--- src/rtl/uart_arb_pkg.sv ---
// Shared state encoding and header tag for the UART transmit arbiter.
package uart_arb_pkg;

  typedef enum logic [2:0] {
    StIdle,
    StHdr,
    StSend,
    StWaitHi,
    StWaitLo
  } arb_state_e;

  localparam logic [3:0] HDR_TAG = 4'hA;

endpackage

--- src/rtl/rr_pick.sv ---
// Combinational round-robin selector: first set request searching upward from last_id_i+1.
module rr_pick #(
  parameter int unsigned N   = 4,
  parameter int unsigned IdW = $clog2(N)
) (
  input  logic [N-1:0]   req_i,
  input  logic [IdW-1:0] last_id_i,
  output logic           valid_o,
  output logic [N-1:0]   gnt_o,
  output logic [IdW-1:0] idx_o
);

  int unsigned cand;

  always_comb begin
    valid_o = 1'b0;
    gnt_o   = '0;
    idx_o   = '0;
    cand    = 0;
    // Offsets 1..N visit every index once, ending on last_id_i itself.
    for (int unsigned off = 1; off <= N; off++) begin
      cand = (32'(last_id_i) + off) % N;
      if (!valid_o && req_i[cand[IdW-1:0]]) begin
        valid_o                = 1'b1;
        idx_o                  = cand[IdW-1:0];
        gnt_o[cand[IdW-1:0]]   = 1'b1;
      end
    end
  end

endmodule

--- src/rtl/uart_tx_arbiter.sv ---
// Round-robin, message-granular sharing of one UART transmitter among NUM_REQ byte streams.
// Define UART_TX_ARB_HDR_EN to prefix every grant with a {HDR_TAG, id} header byte.
module uart_tx_arbiter
  import uart_arb_pkg::*;
#(
  parameter int unsigned  NUM_REQ   = 4,
  parameter int unsigned  MAX_BURST = 16,
  localparam int unsigned ID_W      = $clog2(NUM_REQ)
) (
  input  logic                 clk,
  input  logic                 rst,
  input  logic [NUM_REQ-1:0]   req_valid,
  input  logic [NUM_REQ*8-1:0] req_data,
  input  logic [NUM_REQ-1:0]   req_last,
  output logic [NUM_REQ-1:0]   req_ready,
  output logic [NUM_REQ-1:0]   grant,
  output logic [7:0]           tx_data,
  output logic                 tx_start,
  input  logic                 tx_busy,
  output logic                 msg_done,
  output logic                 arb_busy
);

  localparam logic [7:0] MaxBurst = 8'(MAX_BURST);

  arb_state_e         state_q;
  logic [NUM_REQ-1:0] grant_q;
  logic [NUM_REQ-1:0] ready_q;
  logic [7:0]         tx_data_q;
  logic [7:0]         count_q;
  logic               tx_start_q;
  logic               msg_done_q;
  logic               arb_busy_q;
  logic               last_q;
  logic [ID_W-1:0]    last_id_q;

  logic               pick_valid;
  logic [NUM_REQ-1:0] pick_gnt;
  logic [ID_W-1:0]    pick_idx;

  logic               cur_valid;
  logic               cur_last;
  logic [7:0]         cur_data;

  rr_pick #(
    .N   (NUM_REQ),
    .IdW (ID_W)
  ) u_rr_pick (
    .req_i     (req_valid),
    .last_id_i (last_id_q),
    .valid_o   (pick_valid),
    .gnt_o     (pick_gnt),
    .idx_o     (pick_idx)
  );

  // last_id_q doubles as the index of the current owner while granted.
  assign cur_valid = req_valid[last_id_q];
  assign cur_last  = req_last[last_id_q];
  assign cur_data  = req_data[{last_id_q, 3'b000} +: 8];

  always_ff @(posedge clk) begin
    if (!rst) begin
      state_q    <= StIdle;
      grant_q    <= '0;
      ready_q    <= '0;
      tx_data_q  <= '0;
      tx_start_q <= 1'b0;
      msg_done_q <= 1'b0;
      arb_busy_q <= 1'b0;
      last_q     <= 1'b0;
      count_q    <= '0;
      last_id_q  <= ID_W'(NUM_REQ - 1);
    end else begin
      ready_q    <= '0;
      tx_start_q <= 1'b0;
      msg_done_q <= 1'b0;
      unique case (state_q)
        StIdle: begin
          if (pick_valid) begin
            grant_q    <= pick_gnt;
            last_id_q  <= pick_idx;
            count_q    <= '0;
            last_q     <= 1'b0;
            arb_busy_q <= 1'b1;
`ifdef UART_TX_ARB_HDR_EN
            state_q    <= StHdr;
`else
            state_q    <= StSend;
`endif
          end
        end
`ifdef UART_TX_ARB_HDR_EN
        StHdr: begin
          tx_data_q  <= {HDR_TAG, 4'(last_id_q)};
          tx_start_q <= 1'b1;
          state_q    <= StWaitHi;
        end
`endif
        StSend: begin
          if (cur_valid) begin
            tx_data_q  <= cur_data;
            tx_start_q <= 1'b1;
            ready_q    <= grant_q;
            last_q     <= cur_last;
            if (count_q != MaxBurst) count_q <= count_q + 8'd1;
            state_q    <= StWaitHi;
          end else begin
            // A stalled owner gives the line up rather than blocking others.
            grant_q    <= '0;
            msg_done_q <= 1'b1;
            arb_busy_q <= 1'b0;
            state_q    <= StIdle;
          end
        end
        StWaitHi: begin
          if (tx_busy) state_q <= StWaitLo;
        end
        StWaitLo: begin
          if (!tx_busy) begin
            if (last_q || (count_q == MaxBurst)) begin
              grant_q    <= '0;
              msg_done_q <= 1'b1;
              arb_busy_q <= 1'b0;
              state_q    <= StIdle;
            end else begin
              state_q    <= StSend;
            end
          end
        end
        default: state_q <= StIdle;
      endcase
    end
  end

  assign grant     = grant_q;
  assign req_ready = ready_q;
  assign tx_data   = tx_data_q;
  assign tx_start  = tx_start_q;
  assign msg_done  = msg_done_q;
  assign arb_busy  = arb_busy_q;

endmodule

--- config.mk ---
export PLATFORM = sky130hd
export DESIGN_NAME = uart_tx_arbiter
export DESIGN_NICKNAME = d
export VERILOG_FILES = /design/src/rtl/uart_arb_pkg.sv /design/src/rtl/rr_pick.sv /design/src/rtl/uart_tx_arbiter.sv
export SDC_FILE = /design/constraint.sdc
export NUM_CORES = 1
export LEC_CHECK = 0
export BUFFER_PORTS_ARGS = -buffer_cell sky130_fd_sc_hd__clkbuf_2
export CAP_MARGIN = 10
export CORE_MARGIN = 1
export CORE_UTILIZATION = 43
export CTS_CLUSTER_SIZE = 25
export DETAILED_ROUTE_END_ITERATION = 10
export PLACE_DENSITY_LB_ADDON = 0.2
export SLEW_MARGIN = 5
export SYNTH_ARGS = -nofsm -noshare
export SYNTH_HDL_FRONTEND = slang
export SYNTH_HIERARCHICAL = 1
export SYNTH_SLANG_ARGS = --single-unit
export TNS_END_PERCENT = 1
--- constraint.sdc ---
create_clock -name clk -period 2.55 [get_ports clk]
set_input_delay 0.51 -clock clk [delete_from_list [all_inputs] [get_ports clk]]
set_output_delay 0.51 -clock clk [all_outputs]
set_load 0.05 [all_outputs]
-- After elaboration in Yosys (flattened, before gate mapping)
Index checks and enable logic that the tools add are counted.
- register bits: 33
- output and inout bits: 19
- logic and storage cells: 122
- add/sub/neg operators: 5
- order comparisons: 9
- equal/unequal tests: 12
- shifts and indexed selects: 1
- muxes and demuxes: 60
- bitwise gates (word level): 3
- reductions and logical operators: 22
- operators by type and width (cell ; number):
    two-way mux 4 bit ; 8
    indexed part select 32 x 6 -> 8 bit ; 1
    two-way mux 1 bit ; 24
    two-way mux 8 bit ; 3
    case mux 8 bit (2 select lines) ; 1
    < comparator 2 x 3 -> 1 bit, second input constant ; 5
    != test 2 bit, second input constant ; 7
    binary-select mux 1 bit (select 2 bit) ; 6
    two-way mux 2 bit ; 6
    bitwise OR 4 bit ; 3
    case mux 3 bit (4 select lines) ; 1
    case mux 4 bit (3 select lines) ; 1
    two-way mux 3 bit ; 3
    adder 8 x 1 -> 8 bit, second input constant ; 1
    demux 1 bit (select 2 bit) ; 4
    equality test 8 x 5 -> 1 bit, second input constant ; 1
    greater-or-equal comparator 2 x 1 -> 1 bit, second input constant ; 4
    != test 8 x 5 -> 1 bit, second input constant ; 1
    AND reduction 4 bit ; 2
    logical AND 1 bit ; 7
    equality test 3 x 2 -> 1 bit, second input constant ; 2
    AND reduction 2 bit ; 3
    AND reduction 3 bit ; 2
    AND reduction 5 bit ; 1
    10 further kinds ; 15

-- Logic depth before layout (Yosys ltp)
- depth in word-level cells: 15
- gate-level depth with buffers: 11
- gate-level depth less buffers: 8

-- Hierarchy
The synthesis kept the hierarchy.
- by module, submodules not included (module ; times used ; cells an instance ; area an instance (sq um) ; seq. area each (sq um)):
    uart_tx_arbiter ; 1 ; 168 ; 1661.6 ; 660.6
    rr_pick ; 1 ; 85 ; 631.9 ; 0.0

-- Least setup slack after synthesis
OpenSTA, ideal clock, no wires.
- path kind: reg2reg
- start: register last_id_q[0]
- end: register grant_q[1], in the netlist grant[1]
- arrival time: 2.409 ns
- required time: 2.430 ns
- setup slack: 0.021 ns
- stages on the path, launching flop included: 12
- buffers on the path: 3
- period minus slack after synthesis: 2.529 ns
- cells stage by stage: dfxtp_1 -> buf_6 -> buf_2 -> inv_1 -> ha_1 -> clkbuf_1 -> inv_1 -> a31oi_1 -> o31ai_1 -> or3_1 -> nand2_1 -> a21boi_1
- longest elaborated chain between the ends: 15
- RTL lines (element ; RTL line ; source):
    start, declared ; uart_tx_arbiter.sv:35 ; logic [ID_W-1:0] last_id_q;
    start signal, assigned ; uart_tx_arbiter.sv:72 ; last_id_q <= ID_W'(NUM_REQ - 1);
    start signal, assigned ; uart_tx_arbiter.sv:81 ; last_id_q <= pick_idx;
    branches (longest 12 deep; another with < comparator 2 x 3 -> 1 bit) ; -- ;
    two-way mux 4 bit * ; rr_pick.sv:23 ; if (!valid_o && req_i[cand[IdW-1:0]]) begin
    named net pick_gnt[1] ; uart_tx_arbiter.sv:38 ; logic [NUM_REQ-1:0] pick_gnt;
    two-way mux 4 bit * ; uart_tx_arbiter.sv:79 ; if (pick_valid) begin
    case mux 4 bit (3 select lines) * ; uart_tx_arbiter.sv:77 ; unique case (state_q)
    end signal, assigned ; uart_tx_arbiter.sv:80 ; grant_q <= pick_gnt;
    end, declared ; uart_tx_arbiter.sv:27 ; logic [NUM_REQ-1:0] grant_q;
Mark *: on every way through the listed nets, which the timed path passes. The select of a mux whose other input is x is not followed.
A chain may end at the register's enable or synchronous reset.

-- Final worst setup path
- start: register last_id_q[0]
- end: register grant_q[3], in the netlist grant[3]
Same word-level chain as after synthesis.

==> flow_summary.toml <==
[placement]
dp_cells = 374
dpl.hpwl_um = 3849
place.gp.congestion = 0.8531
placement_setup_slack_ns = 0.2021
portBuffers = 61

[global_route]
grt_pass1_vias = 1887
gr-usage-met1 = 0.2602
pin_count_of_the_biggest_net_entering_global_routing = 26
groute.layer.met2.usage = 0.3113
grt_first_pass_wirelength_um = 8369
global_route.peak_usage_layer = "met2"
met3_routing_resource_usage_after_global_routing = 0.04418
groute.usage.overall = 0.1946
antenna_found_initial = 0
grt_overflow_total = 0

[route]
initialDrtViolationCount = 134
drt_pre_antenna_iters = 4
routed_wl_um = 5104
post_drt_via_cell_ratio = 5.564
antenna_violating_nets_left = 0
routed_wire_length_per_instance_um = 13.40
drt_drc_violations_left = 0
route.vias.total = 2120

[die]
initial_core_util = 0.4490
placement_rows = 26
die_w_um = 75.03
placeable_area_um2 = 5107
io_pins = 62
area_of_the_die_um2 = 5630
die_height_um = 75.03

[yosys]
synth.area.mux_share = 0.1751
yosys_warnings = 6
synth-xor-area-share = 0.01146
synth_compound_area_frac = 0.1729
ys_async_sr_fraction = 0
post-synth-top-count-cell = "sky130_fd_sc_hd__dfxtp_1"
post_synth_main_area_contributors = "sky130_fd_sc_hd__dfxtp_1 29%, sky130_fd_sc_hd__mux4_2 12%, sky130_fd_sc_hd__ha_1 5.5%"
yosys.area_share.adder = 0.05456
synth-seq-area-share = 0.2881
average_size_of_a_mapped_cell_um2 = 9.065
postSynthCellCount = 253
synth-simple-area-share = 0.2340
ff_latch_count_synth = 33
synth_top_family_by_area = "simple AND/OR/NAND/NOR gates"
synth_top_area_cell = "sky130_fd_sc_hd__dfxtp_1"
synth_edf_count = 0
synth_commonest_cells = "33 x sky130_fd_sc_hd__dfxtp_1, 23 x sky130_fd_sc_hd__nand2_1, 15 x sky130_fd_sc_hd__o21ai_0"
synth_largest_type_area_fraction = 0.2881
mappedNetlistNets = 306
cell_area_after_synthesis_um2 = 2293
synthFlopType = "sky130_fd_sc_hd__dfxtp_1"
yosysUniqueCellTypes = 50

[cts]
clkSlewWorstSetupHoldPaths_ns = 0.06
ctsHtreeMaxLevel = 2
cts_resized = 0
clock_sink_count = 33
total_clock_buffers_created_by_cts = 5
cts_root_buffer = "sky130_fd_sc_hd__clkbuf_8"
clock_latency_ns = 0.28
cts_tree = "yes"
max_clock_buf_depth = 2
cts_post_setup_buffers_inserted = 0
cts_hold_buf = 0

[timing]
timing.setup.tns_ns = 0
final-hold-violation-count = 0
setup_viol_count_final = 0
clock.fmax_mhz = 435.7
drv_slew = 0
final_worst_path_setup_slack_ns = 0.2549
tightestPinTransition_ns = 0.6660
timing.final.crit_period_ns = 2.295
period_share = 0.9000
rsz0062_at_grt = "no"
worst_slew_margin_rel = 0.5526
fin_worst_skew_ns = 0.001508

[cells_and_area]
stdcell_count = 381
finish.net_count = 364
postLayoutCoreUtil = 0.5318
area_growth_syn_to_layout_pct = 18.44
count_of_inserted_antenna_diode_cells = 0
drive_above_1_share = 0.3023

[worst_hold_path]
startpoint_of_the_tightest_hold_check_path = "grant[3]"
min_path_type = "reg2reg"

[worst_setup_path]
worstReg2RegStart = "last_id_q[0]"
worstPathArrival_ns = 2.47
worst_setup_path_start_kind = "flip-flop"
crit_fanout = 11
critical_path_required_ns = 2.72
timing.critical_path.from = "last_id_q[0]"
critical_path_class = "reg2reg"
crit_path_end_kind = "flip-flop"

[flow_run]
drv_cap = 0

[power_and_ir_drop]
peak_vdd_ir_v = 0.0003691
power.static_leakage_nw = 1.165
power_per_cell_area_nw_per_um2 = 720.0

[run_status]
run_status = "complete, no violations"
## worst paths after layout
| kind | to | slack, ns | cells after the start |
|---|---|---|---|
| worst max-delay path | grant[3] | 0.25 | 8 |
| worst min-delay path | req_ready[3] | 0.48 | 1 |
| worst max register to register | grant[3] | 0.25 | 8 |
| worst min register to register | req_ready[3] | 0.48 | 1 |
## layout make-up
cell class                      instances  area [um^2]
Sequential cell                        33        660.6
Inverter                               10        37.54
Timing Repair Buffer                   68        357.8
Clock buffer                            7        86.33
Multi-Input combinational cell        193         1486
Fill cell                             502         2391
Tap cell                               70        87.58
## where the power goes
part,switching (W),total (W),internal [W]
clock,0.000182,0.000396,0.000214
combinational,0.000571,0.000944,0.000372
sequential,0.0000431,0.000617,0.000574
## state kept, by name, indices dropped and copies added, names as in the netlist
| register | cells |
|---|---|
| arb_busy | 1 |
| tx_start | 1 |
| last_q | 1 |
| count_q | 8 |
| last_id_q | 2 |
| state_q | 3 |
| tx_data | 8 |
| grant | 4 |
| msg_done | 1 |
| req_ready | 4 |
## routing by layer
metal,vias up,share of wire,wire (um)
met5,-,0,0
met3,7,0.077,393
met1,970,0.45,2288
li1,1054,-,-
met2,89,0.46,2369
met4,0,0.010,53
## worst max-delay path, stage by stage (launching register included)
cell and delay, ns:
sky130_fd_sc_hd__dfxtp_1 0.38, sky130_fd_sc_hd__inv_1 0.11, sky130_fd_sc_hd__ha_1 0.50, sky130_fd_sc_hd__inv_1 0.21, sky130_fd_sc_hd__a31oi_1 0.36, sky130_fd_sc_hd__o31ai_1 0.14
sky130_fd_sc_hd__a2111o_1 0.36, sky130_fd_sc_hd__nand2_1 0.07, sky130_fd_sc_hd__a21boi_1 0.06
## layout by cell type (no fill, tap or decap), types with 4 or more instances in the layout
cell	Yosys	routed
sky130_fd_sc_hd__a21oi_1	10	10
sky130_fd_sc_hd__a31oi_1	5	5
sky130_fd_sc_hd__nor2_1	12	12
sky130_fd_sc_hd__a21boi_1	4	4
sky130_fd_sc_hd__nand2_1	23	23
sky130_fd_sc_hd__or3_1	8	8
sky130_fd_sc_hd__mux2i_1	12	12
sky130_fd_sc_hd__buf_4	0	7
sky130_fd_sc_hd__and2_1	6	6
sky130_fd_sc_hd__mux4_2	12	12
sky130_fd_sc_hd__nand3_1	9	9
sky130_fd_sc_hd__ha_1	10	10
sky130_fd_sc_hd__o21ai_0	15	15
sky130_fd_sc_hd__nand2b_1	4	4
sky130_fd_sc_hd__inv_1	10	10
sky130_fd_sc_hd__clkbuf_2	0	61
sky130_fd_sc_hd__nor2b_1	9	9
sky130_fd_sc_hd__nand4_1	7	7
sky130_fd_sc_hd__o31ai_1	4	4
sky130_fd_sc_hd__clkbuf_8	0	6
sky130_fd_sc_hd__a2111o_1	4	4
sky130_fd_sc_hd__dfxtp_1	33	33
## per-stage QoR
stage	total power, W	hold WS [ns]	cell area (um^2)
after floorplan	0.001379	0.4538	2293
after global placement	0.001567	0.4646	2630
after detailed placement	0.001570	0.4697	2630
after CTS	0.001968	0.4852	2716
after global routing	0.002090	0.5063	2716
final	0.001956	0.4774	2716
## cell families after synthesis
| kind of cell | count (synthesis) |
|---|---|
| xor gates and xnor gates | 3 |
| buffers and inverters | 27 |
| and+or+nand+nor | 97 |
| DFF | 33 |
| muxes | 25 |
| AOI/OAI and AO/OA | 58 |
| adders and majority gates | 10 |
No activity file was read; power rests on OpenSTA's default activity.
